### config.mk
export PLATFORM = sky130hd
export DESIGN_NAME = mem_stage_sram_ctrl
export DESIGN_NICKNAME = d
export VERILOG_FILES = /design/src/rtl/mem_pkg.sv /design/src/rtl/sram_wait_counter.sv /design/src/rtl/mem_stage_sram_ctrl.sv
export SDC_FILE = /design/constraint.sdc
export NUM_CORES = 1
export LEC_CHECK = 0
export BUFFER_PORTS_ARGS = -buffer_cell sky130_fd_sc_hd__buf_2
export CELL_PAD_IN_SITES_DETAIL_PLACEMENT = 1
export CELL_PAD_IN_SITES_GLOBAL_PLACEMENT = 1
export CORE_MARGIN = 1
export CORE_UTILIZATION = 44
export CTS_BUF_LIST = sky130_fd_sc_hd__clkbuf_4 sky130_fd_sc_hd__clkbuf_8
export CTS_CLUSTER_SIZE = 25
export DETAILED_ROUTE_END_ITERATION = 6
export GPL_TIMING_DRIVEN = 1
export HOLD_SLACK_MARGIN = 0.02
export PLACE_DENSITY_LB_ADDON = 0.1
export SLEW_MARGIN = 5
export SYNTH_ARGS = -nofsm -noshare
export SYNTH_HDL_FRONTEND = slang
export SYNTH_HIERARCHICAL = 1
export SYNTH_SLANG_ARGS = --single-unit
export TNS_END_PERCENT = 100
### constraint.sdc
create_clock -name clk -period 7.3 [get_ports clk]
set_input_delay 0.73 -clock clk [delete_from_list [all_inputs] [get_ports clk]]
set_output_delay 0.73 -clock clk [all_outputs]
set_load 0.05 [all_outputs]
### src/rtl/mem_pkg.sv
`default_nettype none
// ============================================================================
// Module      : mem_pkg
// Description : Shared definitions for the MEM-stage SRAM controller:
//               FSM state encoding, default address map constants and the
//               byte-address to SRAM-word translation helper.
// Revision    : 1.0 - initial release
// ============================================================================
package mem_pkg;

  // Byte address that maps onto SRAM word 0, and SRAM data-bus width.
  localparam int unsigned MEM_ADDR_BASE_DEF = 1024;
  localparam int unsigned MEM_SRAM_DW       = 16;

  // Access sequencer states.
  typedef logic [1:0] state_t;
  localparam state_t ST_IDLE = 2'd0;
  localparam state_t ST_LO   = 2'd1;
  localparam state_t ST_HI   = 2'd2;
  localparam state_t ST_DONE = 2'd3;

  // Full 32-bit word index; the caller keeps only as many low bits as the
  // SRAM has words, so out-of-range addresses wrap modulo the SRAM size.
  function automatic logic [31:0] xlate_word(input logic [31:0] addr,
                                             input logic [31:0] base);
    return (addr - base) >> 2;
  endfunction

endpackage
`default_nettype wire

### src/rtl/sram_wait_counter.sv
`default_nettype none
// ============================================================================
// Module      : sram_wait_counter
// Description : Wait-state counter. Counts 0..WAIT_CYCLES-1 while clear is
//               low, flags the terminal count on done and wraps to 0 after it.
// Ports       : clk   - system clock, rising edge
//               rst   - asynchronous active-high reset
//               clear - hold count at 0
//               done  - count is at its terminal value (WAIT_CYCLES-1)
// Revision    : 1.0 - initial release
// ============================================================================
module sram_wait_counter #(
  parameter int unsigned WAIT_CYCLES = 2
) (
  input  logic clk,
  input  logic rst,
  input  logic clear,
  output logic done
);

  localparam logic [3:0] C_TERM = 4'(WAIT_CYCLES - 1);

  logic [3:0] cnt_q;
  logic [3:0] cnt_d;

  assign done = (cnt_q == C_TERM);

  // Wrapping on done clears the count at the same edge the FSM moves on.
  always_comb begin
    cnt_d = cnt_q + 4'd1;
    if (clear || done) begin
      cnt_d = 4'd0;
    end
  end

  always_ff @(posedge clk or posedge rst) begin
    if (rst) begin
      cnt_q <= 4'd0;
    end else begin
      cnt_q <= cnt_d;
    end
  end

endmodule
`default_nettype wire

### src/rtl/mem_stage_sram_ctrl.sv
`default_nettype none
// ============================================================================
// Module      : mem_stage_sram_ctrl
// Description : MEM-stage load/store unit for a 16-bit asynchronous SRAM.
//               Each 32-bit access is split into a low and a high half-word
//               access of WAIT_CYCLES clocks each; ready is held low to
//               freeze the pipeline until the access completes.
// Ports       : clk, rst            - clock, asynchronous active-high reset
//               mem_r_en, mem_w_en  - load / store request (read wins)
//               address, write_data - byte address and store data
//               read_data           - registered load result
//               ready               - 1 = MEM stage may advance
//               sram_addr, sram_dq_o, sram_dq_i, sram_dq_oe,
//               sram_we_n, sram_ce_n - SRAM interface (outputs registered)
// Revision    : 1.0 - initial release
// ============================================================================
module mem_stage_sram_ctrl
  import mem_pkg::*;
#(
  parameter int unsigned ADDR_BASE   = MEM_ADDR_BASE_DEF,
  parameter int unsigned SRAM_ADDR_W = 18,
  parameter int unsigned WAIT_CYCLES = 2
) (
  input  logic                   clk,
  input  logic                   rst,
  input  logic                   mem_r_en,
  input  logic                   mem_w_en,
  input  logic [31:0]            address,
  input  logic [31:0]            write_data,
  output logic [31:0]            read_data,
  output logic                   ready,
  output logic [SRAM_ADDR_W-1:0] sram_addr,
  output logic [15:0]            sram_dq_o,
  input  logic [15:0]            sram_dq_i,
  output logic                   sram_dq_oe,
  output logic                   sram_we_n,
  output logic                   sram_ce_n
);

  localparam int unsigned C_WORD_W = SRAM_ADDR_W - 1;

  state_t                state_q, state_d;
  logic                  op_rd_q, op_rd_d;
  logic [C_WORD_W-1:0]   word_q, word_d;
  logic [31:0]           wdata_q, wdata_d;
  logic [31:0]           read_data_q, read_data_d;
  logic [SRAM_ADDR_W-1:0] sram_addr_q, sram_addr_d;
  logic [15:0]           dq_o_q, dq_o_d;
  logic                  oe_q, oe_d;
  logic                  we_n_q, we_n_d;
  logic                  ce_n_q, ce_n_d;

  logic                  req;
  logic [31:0]           xlate_full;
  logic [C_WORD_W-1:0]   new_word;
  logic                  unused_xlate;
  logic                  cnt_clear;
  logic                  cnt_done;

  assign req          = mem_r_en | mem_w_en;
  assign xlate_full   = xlate_word(address, 32'(ADDR_BASE));
  assign new_word     = xlate_full[C_WORD_W-1:0];
  assign unused_xlate = ^xlate_full[31:C_WORD_W];

  // The counter only runs during the two half-word phases.
  assign cnt_clear = (state_q == ST_IDLE) || (state_q == ST_DONE);

  sram_wait_counter #(
    .WAIT_CYCLES (WAIT_CYCLES)
  ) u_wait_cnt (
    .clk   (clk),
    .rst   (rst),
    .clear (cnt_clear),
    .done  (cnt_done)
  );

  // SRAM strobes are computed one cycle ahead so they are registered and
  // already valid on the first cycle of each phase.
  always_comb begin
    state_d     = state_q;
    op_rd_d     = op_rd_q;
    word_d      = word_q;
    wdata_d     = wdata_q;
    read_data_d = read_data_q;
    sram_addr_d = sram_addr_q;
    dq_o_d      = dq_o_q;
    oe_d        = oe_q;
    we_n_d      = we_n_q;
    ce_n_d      = ce_n_q;
    case (state_q)
      ST_IDLE: begin
        if (req) begin
          state_d     = ST_LO;
          op_rd_d     = mem_r_en;
          word_d      = new_word;
          wdata_d     = write_data;
          sram_addr_d = {new_word, 1'b0};
          dq_o_d      = write_data[15:0];
          ce_n_d      = 1'b0;
          we_n_d      = mem_r_en;   // read has priority: no write strobe
          oe_d        = ~mem_r_en;
        end
      end
      ST_LO: begin
        if (cnt_done) begin
          if (op_rd_q) begin
            read_data_d[15:0] = sram_dq_i;
          end
          state_d     = ST_HI;
          sram_addr_d = {word_q, 1'b1};
          dq_o_d      = wdata_q[31:16];
        end
      end
      ST_HI: begin
        if (cnt_done) begin
          if (op_rd_q) begin
            read_data_d[31:16] = sram_dq_i;
          end
          state_d = ST_DONE;
          ce_n_d  = 1'b1;
          we_n_d  = 1'b1;
          oe_d    = 1'b0;
        end
      end
      ST_DONE: begin
        // Requests seen here belong to the instruction now completing.
        state_d = ST_IDLE;
      end
      default: begin
        state_d = ST_IDLE;
      end
    endcase
  end

  always_ff @(posedge clk or posedge rst) begin
    if (rst) begin
      state_q     <= ST_IDLE;
      op_rd_q     <= 1'b0;
      word_q      <= '0;
      wdata_q     <= '0;
      read_data_q <= '0;
      sram_addr_q <= '0;
      dq_o_q      <= '0;
      oe_q        <= 1'b0;
      we_n_q      <= 1'b1;
      ce_n_q      <= 1'b1;
    end else begin
      state_q     <= state_d;
      op_rd_q     <= op_rd_d;
      word_q      <= word_d;
      wdata_q     <= wdata_d;
      read_data_q <= read_data_d;
      sram_addr_q <= sram_addr_d;
      dq_o_q      <= dq_o_d;
      oe_q        <= oe_d;
      we_n_q      <= we_n_d;
      ce_n_q      <= ce_n_d;
    end
  end

  assign ready      = ((state_q == ST_IDLE) && !req) || (state_q == ST_DONE);
  assign read_data  = read_data_q;
  assign sram_addr  = sram_addr_q;
  assign sram_dq_o  = dq_o_q;
  assign sram_dq_oe = oe_q;
  assign sram_we_n  = we_n_q;
  assign sram_ce_n  = ce_n_q;

endmodule
`default_nettype wire

== After elaboration in Yosys (flattened, before gate mapping) ==
Index checks and enable logic that the tools add are counted.
Word-level totals
  flip-flop bits (word level): 125
Operators by class
  bitwise gates (word level): 2
  multiplexer cells: 19
  $add $sub $neg: 2
  reduce and logical (&&, ||, !) cells: 14
  eq/ne operators: 7
Operators by type and width (number)
  $mux 18: 2
  $pmux 18 s2: 1
  $mux 16: 2
  $pmux 16 s2: 1
  $sub 19x11->19 const B: 1
  $reduce_and 3->1: 5
  $pmux 2 s4: 1
  $mux 2: 3
  $pmux 1 s2: 3
  $mux 1: 5
  $add 4x1->4 const B: 1
  $eq 2x2->1 const B: 2
  $eq 4x1->1 const B: 1
  $mux 4: 1
  $ne 2x1->1 const B: 2
  $reduce_bool 2->1: 2
  $logic_or 1x1->1: 3
  $eq 2x1->1 const B: 1
  $logic_not 2->1: 1
  $ne 2x2->1 const B: 1
  $reduce_and 2->1: 1
  $logic_and 1x1->1: 1
  $logic_not 1->1: 1
  $not 1->1: 1
  $or 1x1->1: 1

== Longest topological paths before layout ==
Gate-level depths: netlist (run 1).
  depth after elaboration: 4
  mapped depth: 10
  depth with buffers taken out: 8

== Hierarchy ==
Netlist (run 1), hierarchy kept.
Modules (own cells, without submodules)
  mem_stage_sram_ctrl: cells each 358, sequential area each 2630.0 µm², area an instance 4463.0 µm², instances 1
  sram_wait_counter: cells each 18, sequential area each 100.1 µm², area an instance 196.4 µm², instances 1

== Least setup slack after synthesis (run 1) ==
No wires, ideal clock.
  path kind: reg2out
  start point: register state_q[0]
  end point: output ready
  cell stages (with the launch flop): 7
  slack: 4.943 ns
  data required time: 6.570 ns
  path buffers: 2
  arrival: 1.627 ns
  cells stage by stage: dfrtp_1 inv_1 ha_1 buf_4 or3b_1 buf_2 nand2b_1
Between the ends
  cells in the longest elaborated chain, start to end: 3
  elaborated cells on any way between the ends: 4
  classes of those cells: eq/ne (1); reduce/logical (3)
Ends and longest elaborated chain
  start: declaration: RTL line mem_stage_sram_ctrl.sv:42  | state_t state_q, state_d;
  start signal: assignment: RTL line mem_stage_sram_ctrl.sv:148  | state_q <= state_d;
  $logic_not 2->1: RTL line mem_stage_sram_ctrl.sv:161  | assign ready = ((state_q == ST_IDLE) && !req) || (state_q == ST_DONE);
  $logic_and 1x1->1: RTL line mem_stage_sram_ctrl.sv:161
  $logic_or 1x1->1 *: RTL line mem_stage_sram_ctrl.sv:161
  end: declaration: RTL line mem_stage_sram_ctrl.sv:31  | output logic ready,
Mark *: on every way between the ends. The rest lies on a longest branch, timed or not.

== Worst setup path after layout (run 1) ==
Same ends and word-level chain as after synthesis.

==> flow_summary_export.csv, run 1 <==
group,metric,value,unit
floorplan,floorplan.initialDensity,0.453,
clock_tree,numCtsBuffers,9,
clock_tree,cts-htree-levels,3,
grt,globalRoute.totalOverflow,0,
grt,globalRouteTotalUtil,0.198,
clock_tree,clkSlewWorstSetupHoldPaths,0.11,ns
worst_setup_path,worstSetupStartpointType,"register",
floorplan,floorplan.die_area,11000,µm²
placement,place.port_buffers,138,
worst_setup_path,end_kind,"output pin",
finish,layout.filler_cells,1182,
placement,gp_congestion,0.732,
grt,gr-usage-met2,0.344,
hold_path,worst_hold_path_type,"input pin to asynchronous set/reset pin",
worst_setup_path,critical_path.max_fanout,9,
synth,synth_seq_area_share,0.586,
synth,postSynthAreaPerCell,12.4,µm²
timing,grt_setup_unrepaired,"false",
finish,drive_gt1_frac,0.443,
worst_setup_path,rrSetupSlack,4.65,ns
timing,count_of_final_hold_check_violations,0,
timing,report.final.setup_viol,0,
worst_setup_path,category_of_the_most_critical_setup_path,"register to output pin",
finish,areaGrowthSynthToFinish,21.2,%
placement,dpl.hpwl,7400,µm
routing,routedWlPerCell,15.6,µm
timing,finalHoldWorstSlack,0.277,ns
timing,setup_total_negative_slack,0,ns
finish,fin_cells,651,
routing,first_iter_violations,89,
timing,finalCriticalPeriod,3.05,ns
worst_setup_path,crit_arrival,2.32,ns
floorplan,die_height,105,µm
synth,number_of_nets_in_the_synthesized_netlist,468,
finish,antenna_cells_inserted,0,
finish,design.final.nets,602,
run_status,run_status,"finished, final reports clean",
worst_setup_path,cp.required,6.57,ns
clock_tree,hold_bufs_inserted_after_cts,0,
floorplan,core,10300,µm²
routing,detail_route.first_pass.iterations,4,
floorplan,die_width,105,µm
synth,syn_inst,376,
timing,slew_headroom,0.451,
clock_tree,clock_tree.buffer_depth,2,
floorplan,io-pin-count,154,
routing,drt_drc_violations_left,0,
synth,area_of_the_mapped_netlist,4660,µm²
placement,placed_cells,635,
clock_tree,clock-sinks,109,
clock_tree,clk_latency,0.37,ns
routing,route.antenna.remaining_nets,0,
timing,max_freq,0.328,GHz
grt,grt_pass1_wl,16900,µm
timing,slew_at_the_pin_closest_to_its_max_slew_limit,0.821,ns
grt,globalRoute.busiestLayer,"met2",
floorplan,placementRows,37,
clock_tree,post_cts_resized,0,
grt,grt_antenna_before_repair,0,
grt,gr-usage-met3,0.0455,
routing,via_count,3349,
timing,finClkSkew,0.0110,ns
routing,route.detailed.vias_per_inst,5.14,
grt,number_of_global_route_vias_before_repair,3479,
flow_run,timing.max_cap.violations,0,
timing,period_share,0.418,
grt,grt_start_max_net_pins,65,
grt,global_route.usage.met1,0.244,
clock_tree,cts_root_buf,"sky130_fd_sc_hd__clkbuf_8",
synth,synth.yosys.warnings,6,
routing,totalWireLength,10200,µm
clock_tree,cts_setup_buffers,0,
clock_tree,cts_tree,"yes",
synth,number_of_register_bits_inferred_by_synthesis,109,
synth,synthDistinctLibCells,39,
timing,final_max_slew_viol_count,0,
==> cell families after synthesis <==
| group | synth area share |
|---|---|
| simple gates | 0.0755 |
| buf+inv | 0.0333 |
| xor+xnor | 0.0150 |
| mux | 0.192 |
| flops | 0.586 |
| compound gates | 0.0771 |
| fa+ha+maj | 0.0215 |
==> path summary, 6_finish.rpt <==
check                                          from                             to  cells past startpoint
max                          state_q[0]$_DFFE_PP0P_                          ready                      5
min                                             rst  u_wait_cnt/cnt_q[2]$_DFF_PP0_                      2
max reg2reg                  state_q[0]$_DFFE_PP0P_       sram_addr[2]$_DFFE_PP0P_                      6
min reg2reg                sram_addr[7]$_DFFE_PP0P_       sram_addr[7]$_DFFE_PP0P_                      2
max in group asynchronous                       rst          word_q[2]$_DFFE_PP0P_                      3
min in group clk           sram_addr[7]$_DFFE_PP0P_       sram_addr[7]$_DFFE_PP0P_                      2
==> metrics by stage <==
step	setup slack (ns)	utilization	area (µm²)
2_1_floorplan	3.81	-	4660
3_3_place_gp	4.70	0.531	5460
3_5_place_dp	4.67	0.531	5460
4_1_cts	4.24	0.549	5650
5_1_grt	4.09	0.549	5650
6_report	4.25	0.549	5650
==> placed cells by master, fill, tap and decap left out, drive strengths merged, types with 2 or more instances in the layout <==
master | synthesis | final
clkbuf | 5 | 10
inv | 11 | 12
ha | 8 | 8
nand2 | 47 | 47
nand3 | 4 | 4
xnor2 | 5 | 5
a21oi | 6 | 6
o21ai | 46 | 46
clkinv | 0 | 4
mux2i | 24 | 24
nor3 | 3 | 3
dfstp | 2 | 2
a32oi | 3 | 3
nor2 | 10 | 10
xor2 | 3 | 3
nor4 | 2 | 2
o211ai | 3 | 3
mux2 | 58 | 58
nand3b | 2 | 2
nand2b | 4 | 4
dfrtp | 107 | 107
buf | 14 | 142
==> routing by layer <==
layer  wire, µm  up-vias
met3        550       12
li1           -     1569
met4        125        0
met1       4420     1663
met2       5060      105
met5          0        -
==> critical path: stages (launching register included) <==
cell	delay [ns]
sky130_fd_sc_hd__dfrtp_1	0.42
sky130_fd_sc_hd__inv_1	0.14
sky130_fd_sc_hd__ha_1	0.41
sky130_fd_sc_hd__or3b_1	0.58
sky130_fd_sc_hd__nand2b_1	0.13
sky130_fd_sc_hd__buf_2	0.26
==> area by class of cell <==
| class | instances | area (µm²) | area share |
|---|---|---|---|
| multi-input cells | 237 | 1800 | 0.318 |
| clock inverters | 6 | 47.5 | 0.00842 |
| flip-flops and latches | 109 | 2730 | 0.483 |
| well taps | 136 | 170 | 0.0301 |
| clock buffers | 10 | 138 | 0.0244 |
| repair buffers | 142 | 721 | 0.128 |
| inverters | 11 | 43.8 | 0.00776 |
==> state kept, by name, summed over array words and instances, names as in the netlist <==
signal            count
op_rd_q               1
word_q               17
sram_dq_o            16
state_q               2
u_wait_cnt/cnt_q      4
sram_we_n             1
sram_ce_n             1
read_data            32
wdata_q              16
sram_addr            18
sram_dq_oe            1
==> cells in the mapped netlist <==
| cell type | count | share of area |
|---|---|---|
| sky130_fd_sc_hd__nor2_1 | 10 | 0.0081 |
| sky130_fd_sc_hd__xnor2_1 | 5 | 0.0094 |
| sky130_fd_sc_hd__o211ai_1 | 2 | 0.0032 |
| sky130_fd_sc_hd__a32oi_1 | 3 | 0.0056 |
| sky130_fd_sc_hd__dfrtp_1 | 107 | 0.57 |
| sky130_fd_sc_hd__o211ai_2 | 1 | 0.0027 |
| sky130_fd_sc_hd__or4_1 | 1 | 0.0016 |
| sky130_fd_sc_hd__a21oi_1 | 6 | 0.0064 |
| sky130_fd_sc_hd__xor2_1 | 3 | 0.0056 |
| sky130_fd_sc_hd__nand2_1 | 47 | 0.038 |
| sky130_fd_sc_hd__nor4_1 | 1 | 0.0013 |
| sky130_fd_sc_hd__clkbuf_2 | 2 | 0.0021 |
| sky130_fd_sc_hd__or2_2 | 1 | 0.0013 |
| sky130_fd_sc_hd__nor3b_1 | 1 | 0.0016 |
| sky130_fd_sc_hd__o21a_1 | 1 | 0.0016 |
| sky130_fd_sc_hd__buf_6 | 3 | 0.0072 |
| sky130_fd_sc_hd__inv_1 | 11 | 0.0089 |
| sky130_fd_sc_hd__mux2i_1 | 24 | 0.052 |
| sky130_fd_sc_hd__o21ai_1 | 1 | 0.0011 |
| sky130_fd_sc_hd__nand3_1 | 4 | 0.0043 |
| sky130_fd_sc_hd__a22oi_1 | 1 | 0.0016 |
| sky130_fd_sc_hd__o211a_1 | 1 | 0.0021 |
| sky130_fd_sc_hd__nand2b_1 | 3 | 0.0040 |
| sky130_fd_sc_hd__a22o_1 | 1 | 0.0019 |
| sky130_fd_sc_hd__o21ai_0 | 42 | 0.045 |
| sky130_fd_sc_hd__buf_2 | 8 | 0.0086 |
| sky130_fd_sc_hd__dfstp_2 | 2 | 0.011 |
| sky130_fd_sc_hd__nor4_2 | 1 | 0.0027 |
| sky130_fd_sc_hd__nor3_1 | 3 | 0.0032 |
| sky130_fd_sc_hd__buf_4 | 2 | 0.0032 |
| sky130_fd_sc_hd__buf_1 | 1 | 0.00080 |
| sky130_fd_sc_hd__clkbuf_1 | 3 | 0.0024 |
| sky130_fd_sc_hd__or3b_1 | 1 | 0.0019 |
| sky130_fd_sc_hd__mux2_2 | 58 | 0.14 |
| sky130_fd_sc_hd__ha_1 | 8 | 0.021 |
| sky130_fd_sc_hd__nand2b_4 | 1 | 0.0030 |
| sky130_fd_sc_hd__and2_1 | 1 | 0.0013 |
| sky130_fd_sc_hd__nand3b_1 | 2 | 0.0032 |
| sky130_fd_sc_hd__o21ai_2 | 3 | 0.0056 |
Power of run 1 is left out: the tool's default activity adds up to more than one toggle a clock period on the data nets, which glitch-free logic cannot reach.
==> run 2, diff against run 1 <==
- CORE_UTILIZATION: 44 -> 37
- clock period: 7.3 -> 2.8 ns (I/O delays scaled with it)
==> run 2 against run 1 <==
Register-to-register slack worse by 3.9 ns. Largest cell class unchanged. Clock skew down 0.0053 ns. Hold slack worse by 0.17 ns. First-iteration DRC count up 15%. Design area up 3.0%.
==> flow_summary_export.csv, run 2 (synthesized netlist as in run 1, its figures left out) <==
group,metric,value,unit
pwr,irDropWorstVdd,0.537,mV
timing,slew_at_the_pin_closest_to_its_max_slew_limit,0.478,ns
worst_setup_path,cp_cell_sequence,"inv_1 -> ha_1 -> or3b_1 -> nand2b_1 -> buf_2",
hold_path,worst_hold_path_type,"input pin to register",
worst_setup_path,rrSetupSlack,0.76,ns
timing,finalCriticalPeriod,2.37,ns
grt,globalRoute.totalOverflow,0,
flow_run,timing.max_cap.violations,0,
clock_tree,clock-sinks,109,
placement,placement.setup.worst_slack,0.725,ns
clock_tree,cts-htree-levels,3,
routing,routedWlPerCell,15.2,µm
grt,grt_antenna_before_repair,1,
finish,number_of_flip_flops_in_the_largest_register,32,
clock_tree,clkSlewWorstSetupHoldPaths,0.10,ns
routing,first_iter_violations,102,
run_status,run_status,"finished, final reports clean",
finish,layout.cells.most_common_list,"sky130_fd_sc_hd__buf_2 (138), sky130_fd_sc_hd__dfrtp_1 (107), sky130_fd_sc_hd__mux2_2 (58)",
worst_setup_path,crit_arrival,2.09,ns
timing,period_share,0.845,
worst_setup_path,critPathSlowestCell,"sky130_fd_sc_hd__or3b_1",
clock_tree,clk_latency,0.39,ns
routing,detail_route.first_pass.iterations,3,
clock_tree,clock_tree.buffer_depth,2,
timing,slew_headroom,0.681,
timing,setup_total_negative_slack,0,ns
worst_setup_path,timing.reg2reg.worst_path_depth,6,
placement,gp_congestion,0.693,
floorplan,io-pin-count,154,
grt,number_of_global_route_vias_before_repair,3577,
timing,worst_slack,0.434,ns
worst_setup_path,delay_of_the_slowest_cell_on_the_worst_path,0.53,ns
worst_setup_path,worstSetupStartpointType,"register",
placement,dpl.hpwl,7750,µm
pwr,power_per_cell_area,1430,nW/µm²
worst_setup_path,critical_path.reg2reg.startpoint,"state_q[0]$_DFFE_PP0P_",
worst_setup_path,path_delay_family,"simple AND/OR/NAND/NOR gates",
pwr,static-leakage-power,2.77,nW
grt,grt_start_max_net_pins,62,
hold_path,hold-path-cell-count,2,
routing,drt_drc_violations_left,0,
floorplan,floorplan.die_area,13000,µm²
floorplan,die_height,114,µm
clock_tree,cts_root_buf,"sky130_fd_sc_hd__clkbuf_8",
worst_setup_path,cp_num_buf_inv,2,
grt,globalRouteTotalUtil,0.182,
worst_setup_path,category_of_the_most_critical_setup_path,"register to output pin",
hold_path,hp-start,"write_data[26]",
finish,drive_gt1_frac,0.450,
grt,grt_pass1_wl,17900,µm
timing,count_of_final_hold_check_violations,0,
routing,via_count,3300,
timing,max_freq,0.423,GHz
routing,route.detailed.vias_per_inst,4.76,
timing,finalHoldWorstSlack,0.112,ns
worst_setup_path,cp.required,2.52,ns
floorplan,core,12200,µm²
floorplan,die_width,114,µm
clock_tree,cts_tree,"yes",
routing,route.antenna.remaining_nets,0,
clock_tree,numCtsBuffers,9,
clock_tree,cts_setup_buffers,0,
routing,totalWireLength,10600,µm
floorplan,placementRows,40,
finish,final_common_cell,"sky130_fd_sc_hd__buf_2",
timing,final_max_slew_viol_count,0,
hold_path,timing.hold.worst_endpoint,"wdata_q[26]$_DFFE_PP0P_",
timing,grt_setup_unrepaired,"false",
floorplan,floorplan.initialDensity,0.383,
finish,areaGrowthSynthToFinish,24.8,%
worst_setup_path,critical_path.max_fanout,9,
finish,design.final.nets,611,
timing,report.final.setup_viol,0,
worst_setup_path,endpoint_of_the_most_critical_register_to_register_path,"sram_addr[10]$_DFFE_PP0P_",
placement,place.port_buffers,138,
worst_setup_path,end_kind,"output pin",
timing,finClkSkew,0.00569,ns
run 2: cell types whose count changed in the layout (fill, tap and decap cells not counted), sizes merged:
cell and delta:
diode +1, inv -1, clkinv -2, buf +8, dlygate4sd3 +1, bufinv +2
clkbuf +1
run 2: layout make-up:
| class | count | area (µm²) |
|---|---|---|
| well taps | 168 | 210 |
| flip-flops and latches | 109 | 2730 |
| repair buffers | 151 | 803 |
| multi-input cells | 237 | 1800 |
| clock inverters | 5 | 82.6 |
| inverters | 11 | 45.0 |
| fillers | 1365 | 6350 |
| diodes | 1 | 2.50 |
| clock buffers | 11 | 145 |
run 2: repair_timing:
item / CTS / global route
hold endpoints to repair: 19 / 0
hold buffers: 1 / 0
resized for setup: 0 / 0
run 2: through the flow:
| stage | total power [mW] | cells | util | cell area [µm²] |
|---|---|---|---|---|
| final | 8.34 | 693 | 0.478 | 5820 |
| after CTS | 8.47 | 692 | 0.478 | 5810 |
| after global routing | 8.93 | 693 | 0.478 | 5820 |
| after global placement | 7.21 | 675 | 0.458 | 5580 |
| after floorplan | 6.27 | 376 | - | 4660 |
| after detailed placement | 7.38 | 675 | 0.458 | 5580 |
run 2: power by group:
| group | internal (mW) | switching [mW] | leakage [nW] |
|---|---|---|---|
| clock network | 0.542 | 0.546 | 0.117 |
| logic | 1.37 | 3.13 | 1.34 |
| registers | 2.37 | 0.381 | 1.31 |
run 2: per-layer routing:
metal,global-route usage,vias to the layer above,share of wire
li1,-,1583,-
met1,0.213,1613,0.42
met2,0.307,95,0.50
met3,0.0715,9,0.069
met4,0.0545,0,0.010
met5,0,-,0
run 2: how the worst max path moves through the flow:
stage                      startpoint                   endpoint  depth (start not counted)
5_1_grt        state_q[0]$_DFFE_PP0P_                      ready                          5
4_1_cts        state_q[0]$_DFFE_PP0P_                      ready                          5
6_report       state_q[0]$_DFFE_PP0P_                      ready                          5
3_3_place_gp   state_q[0]$_DFFE_PP0P_  sram_dq_o[11]$_DFFE_PP0P_                          6
3_5_place_dp   state_q[0]$_DFFE_PP0P_   sram_dq_o[7]$_DFFE_PP0P_                          6
2_1_floorplan  state_q[0]$_DFFE_PP0P_                      ready                          6
No activity file was read; power rests on OpenSTA's default activity.
==> run 3, diff against run 2 <==
- CORE_UTILIZATION: 37 -> 41
- clock period: 2.8 -> 2.2 ns (I/O delays scaled with it)
==> run 3 against run 2 <==
Non-clock buffer count rose by 1. Sequential share of layout area rose by 0.22 points. Sequential power rose by 27%. Sequential cell count did not move. Highest routed layer unchanged. Critical path depth did not move.
==> flow_summary_export.csv, run 3 (synthesized netlist as in run 1, its figures left out) <==
group,metric,value,unit
timing,report.final.setup_viol,0,
worst_setup_path,cp.required,1.98,ns
clock_tree,numCtsBuffers,9,
routing,routedWlPerCell,15.9,µm
worst_setup_path,delay_of_the_slowest_cell_on_the_worst_path,0.44,ns
placement,dpl.hpwl,7880,µm
worst_setup_path,cp-startpoint,"state_q[0]$_DFFE_PP0P_",
pwr,irDropWorstVdd,0.731,mV
floorplan,die_height,109,µm
routing,detail_route.first_pass.iterations,3,
routing,first_iter_violations,78,
worst_setup_path,category_of_the_most_critical_setup_path,"register to output pin",
routing,via_count,3285,
grt,grt_pass1_wl,17100,µm
placement,gp_congestion,0.733,
timing,period_share,0.955,
worst_setup_path,critical_path.reg2reg.startpoint,"state_q[0]$_DFFE_PP0P_",
grt,grt_start_max_net_pins,45,
clock_tree,cts_tree,"yes",
clock_tree,clock-sinks,109,
floorplan,core,10900,µm²
pwr,static-leakage-power,2.77,nW
worst_setup_path,end_kind,"output pin",
finish,number_of_flip_flops_in_the_largest_register,32,
finish,antenna_cells_inserted,0,
clock_tree,clock_tree.buffer_depth,2,
timing,setup_total_negative_slack,0,ns
timing,slew_at_the_pin_closest_to_its_max_slew_limit,0.729,ns
worst_setup_path,timing.reg2reg.worst_path_depth,6,
worst_setup_path,rrSetupSlack,0.20,ns
routing,totalWireLength,10600,µm
flow_run,timing.max_cap.violations,0,
routing,drt_drc_violations_left,0,
worst_setup_path,critPathSlowestCell,"sky130_fd_sc_hd__or3b_4",
grt,grt_antenna_before_repair,0,
timing,finalHoldWorstSlack,0.0687,ns
finish,areaGrowthSynthToFinish,24.2,%
floorplan,floorplan.die_area,11800,µm²
timing,count_of_final_hold_check_violations,0,
grt,number_of_global_route_vias_before_repair,3532,
run_status,run_status,"finished, final reports clean",
clock_tree,clk_latency,0.37,ns
routing,route.detailed.vias_per_inst,4.94,
worst_setup_path,cp_cell_sequence,"inv_1 -> ha_1 -> or3b_4 -> nand2b_1 -> buf_4",
grt,globalRouteTotalUtil,0.188,
timing,finClkSkew,0.00495,ns
clock_tree,cts-htree-levels,3,
floorplan,floorplan.initialDensity,0.426,
floorplan,placementRows,38,
worst_setup_path,capture_point_of_the_worst_path,"ready",
worst_setup_path,cp_num_buf_inv,2,
placement,place.port_buffers,138,
timing,slew_headroom,0.513,
grt,globalRoute.totalOverflow,0,
finish,layout.cells.most_common_list,"sky130_fd_sc_hd__buf_2 (137), sky130_fd_sc_hd__dfrtp_1 (107), sky130_fd_sc_hd__mux2_2 (58)",
finish,design.final.nets,612,
clock_tree,clkSlewWorstSetupHoldPaths,0.10,ns
finish,fin_cells,665,
routing,route.antenna.remaining_nets,0,
timing,finalCriticalPeriod,2.10,ns
timing,final_max_slew_viol_count,0,
clock_tree,cts_root_buf,"sky130_fd_sc_hd__clkbuf_8",
floorplan,die_width,109,µm
worst_setup_path,worstSetupPathDepth,5,
pwr,power_per_cell_area,1820,nW/µm²
worst_setup_path,path_delay_family,"simple AND/OR/NAND/NOR gates",
pwr,power.total,10.5,mW
worst_setup_path,crit_arrival,1.88,ns
placement,placed_cells,647,
worst_setup_path,worstSetupStartpointType,"register",
timing,max_freq,0.476,GHz
finish,final_common_cell,"sky130_fd_sc_hd__buf_2",
timing,grt_setup_unrepaired,"false",
hold_path,worst_hold_path_type,"input pin to register",
floorplan,io-pin-count,154,
finish,drive_gt1_frac,0.453,
worst_setup_path,critical_path.max_fanout,6,
worst_setup_path,endpoint_of_the_most_critical_register_to_register_path,"wdata_q[19]$_DFFE_PP0P_",
-- run 3: per-stage QoR --
step,instance area (µm²),util,worst slack [ns]
floorplan,4660,-,0.333
global placement,5570,0.509,0.183
detailed placement,5570,0.509,0.133
CTS,5780,0.529,0.0314
global route,5790,0.529,0.0275
finish,5790,0.529,0.0990
-- run 3: final cells by class --
type | instances | area, µm²
Clock buffer | 14 | 186
Clock inverter | 2 | 13.8
Fill cell | 1216 | 5150
Inverter | 11 | 45.0
Multi-Input combinational cell | 237 | 1800
Sequential cell | 109 | 2730
Tap cell | 140 | 175
Timing Repair Buffer | 152 | 838
-- run 3: power breakdown --
| group | switching [mW] | internal, mW | leakage [nW] |
|---|---|---|---|
| clock | 0.670 | 0.553 | 0.107 |
| sequential | 0.480 | 3.02 | 1.31 |
| combinational | 4.00 | 1.81 | 1.36 |
| total | 5.15 | 5.38 | 2.77 |
-- run 3: worst register-to-register path, delay by kind of cell, from the launching register on --
kind	cells	cell delay [ns]
compound gates	1	0.27
buf+inv	3	0.63
mux	1	0.36
fa+ha+maj	1	0.23
flops	1	0.40
-- run 3: worst min path at each step --
stage,from,end,depth (start not counted)
final,write_data[21],wdata_q[21]$_DFFE_PP0P_,2
after global routing,write_data[27],wdata_q[27]$_DFFE_PP0P_,2
after CTS,write_data[27],wdata_q[27]$_DFFE_PP0P_,2
after detailed placement,rst,u_wait_cnt/cnt_q[2]$_DFF_PP0_,2
after global placement,rst,u_wait_cnt/cnt_q[3]$_DFF_PP0_,2
after floorplan,rst,u_wait_cnt/cnt_q[0]$_DFF_PP0_,1
-- run 3: timing repair --
item                                   CTS  global route
buffers inserted                         0             1
endpoints found under the hold margin   34             0
hold buffers                             1             0
pin swaps                                0             0
setup endpoints to repair                1             1
resized for setup                        2             0
-- run 3: layer usage --
layer | share of wire | vias to the layer above | GRT usage
met4 | 0.016 | 0 | 0.0753
met5 | 0 | - | 0
met3 | 0.066 | 13 | 0.0404
met2 | 0.48 | 99 | 0.323
met1 | 0.44 | 1592 | 0.230
li1 | - | 1581 | -
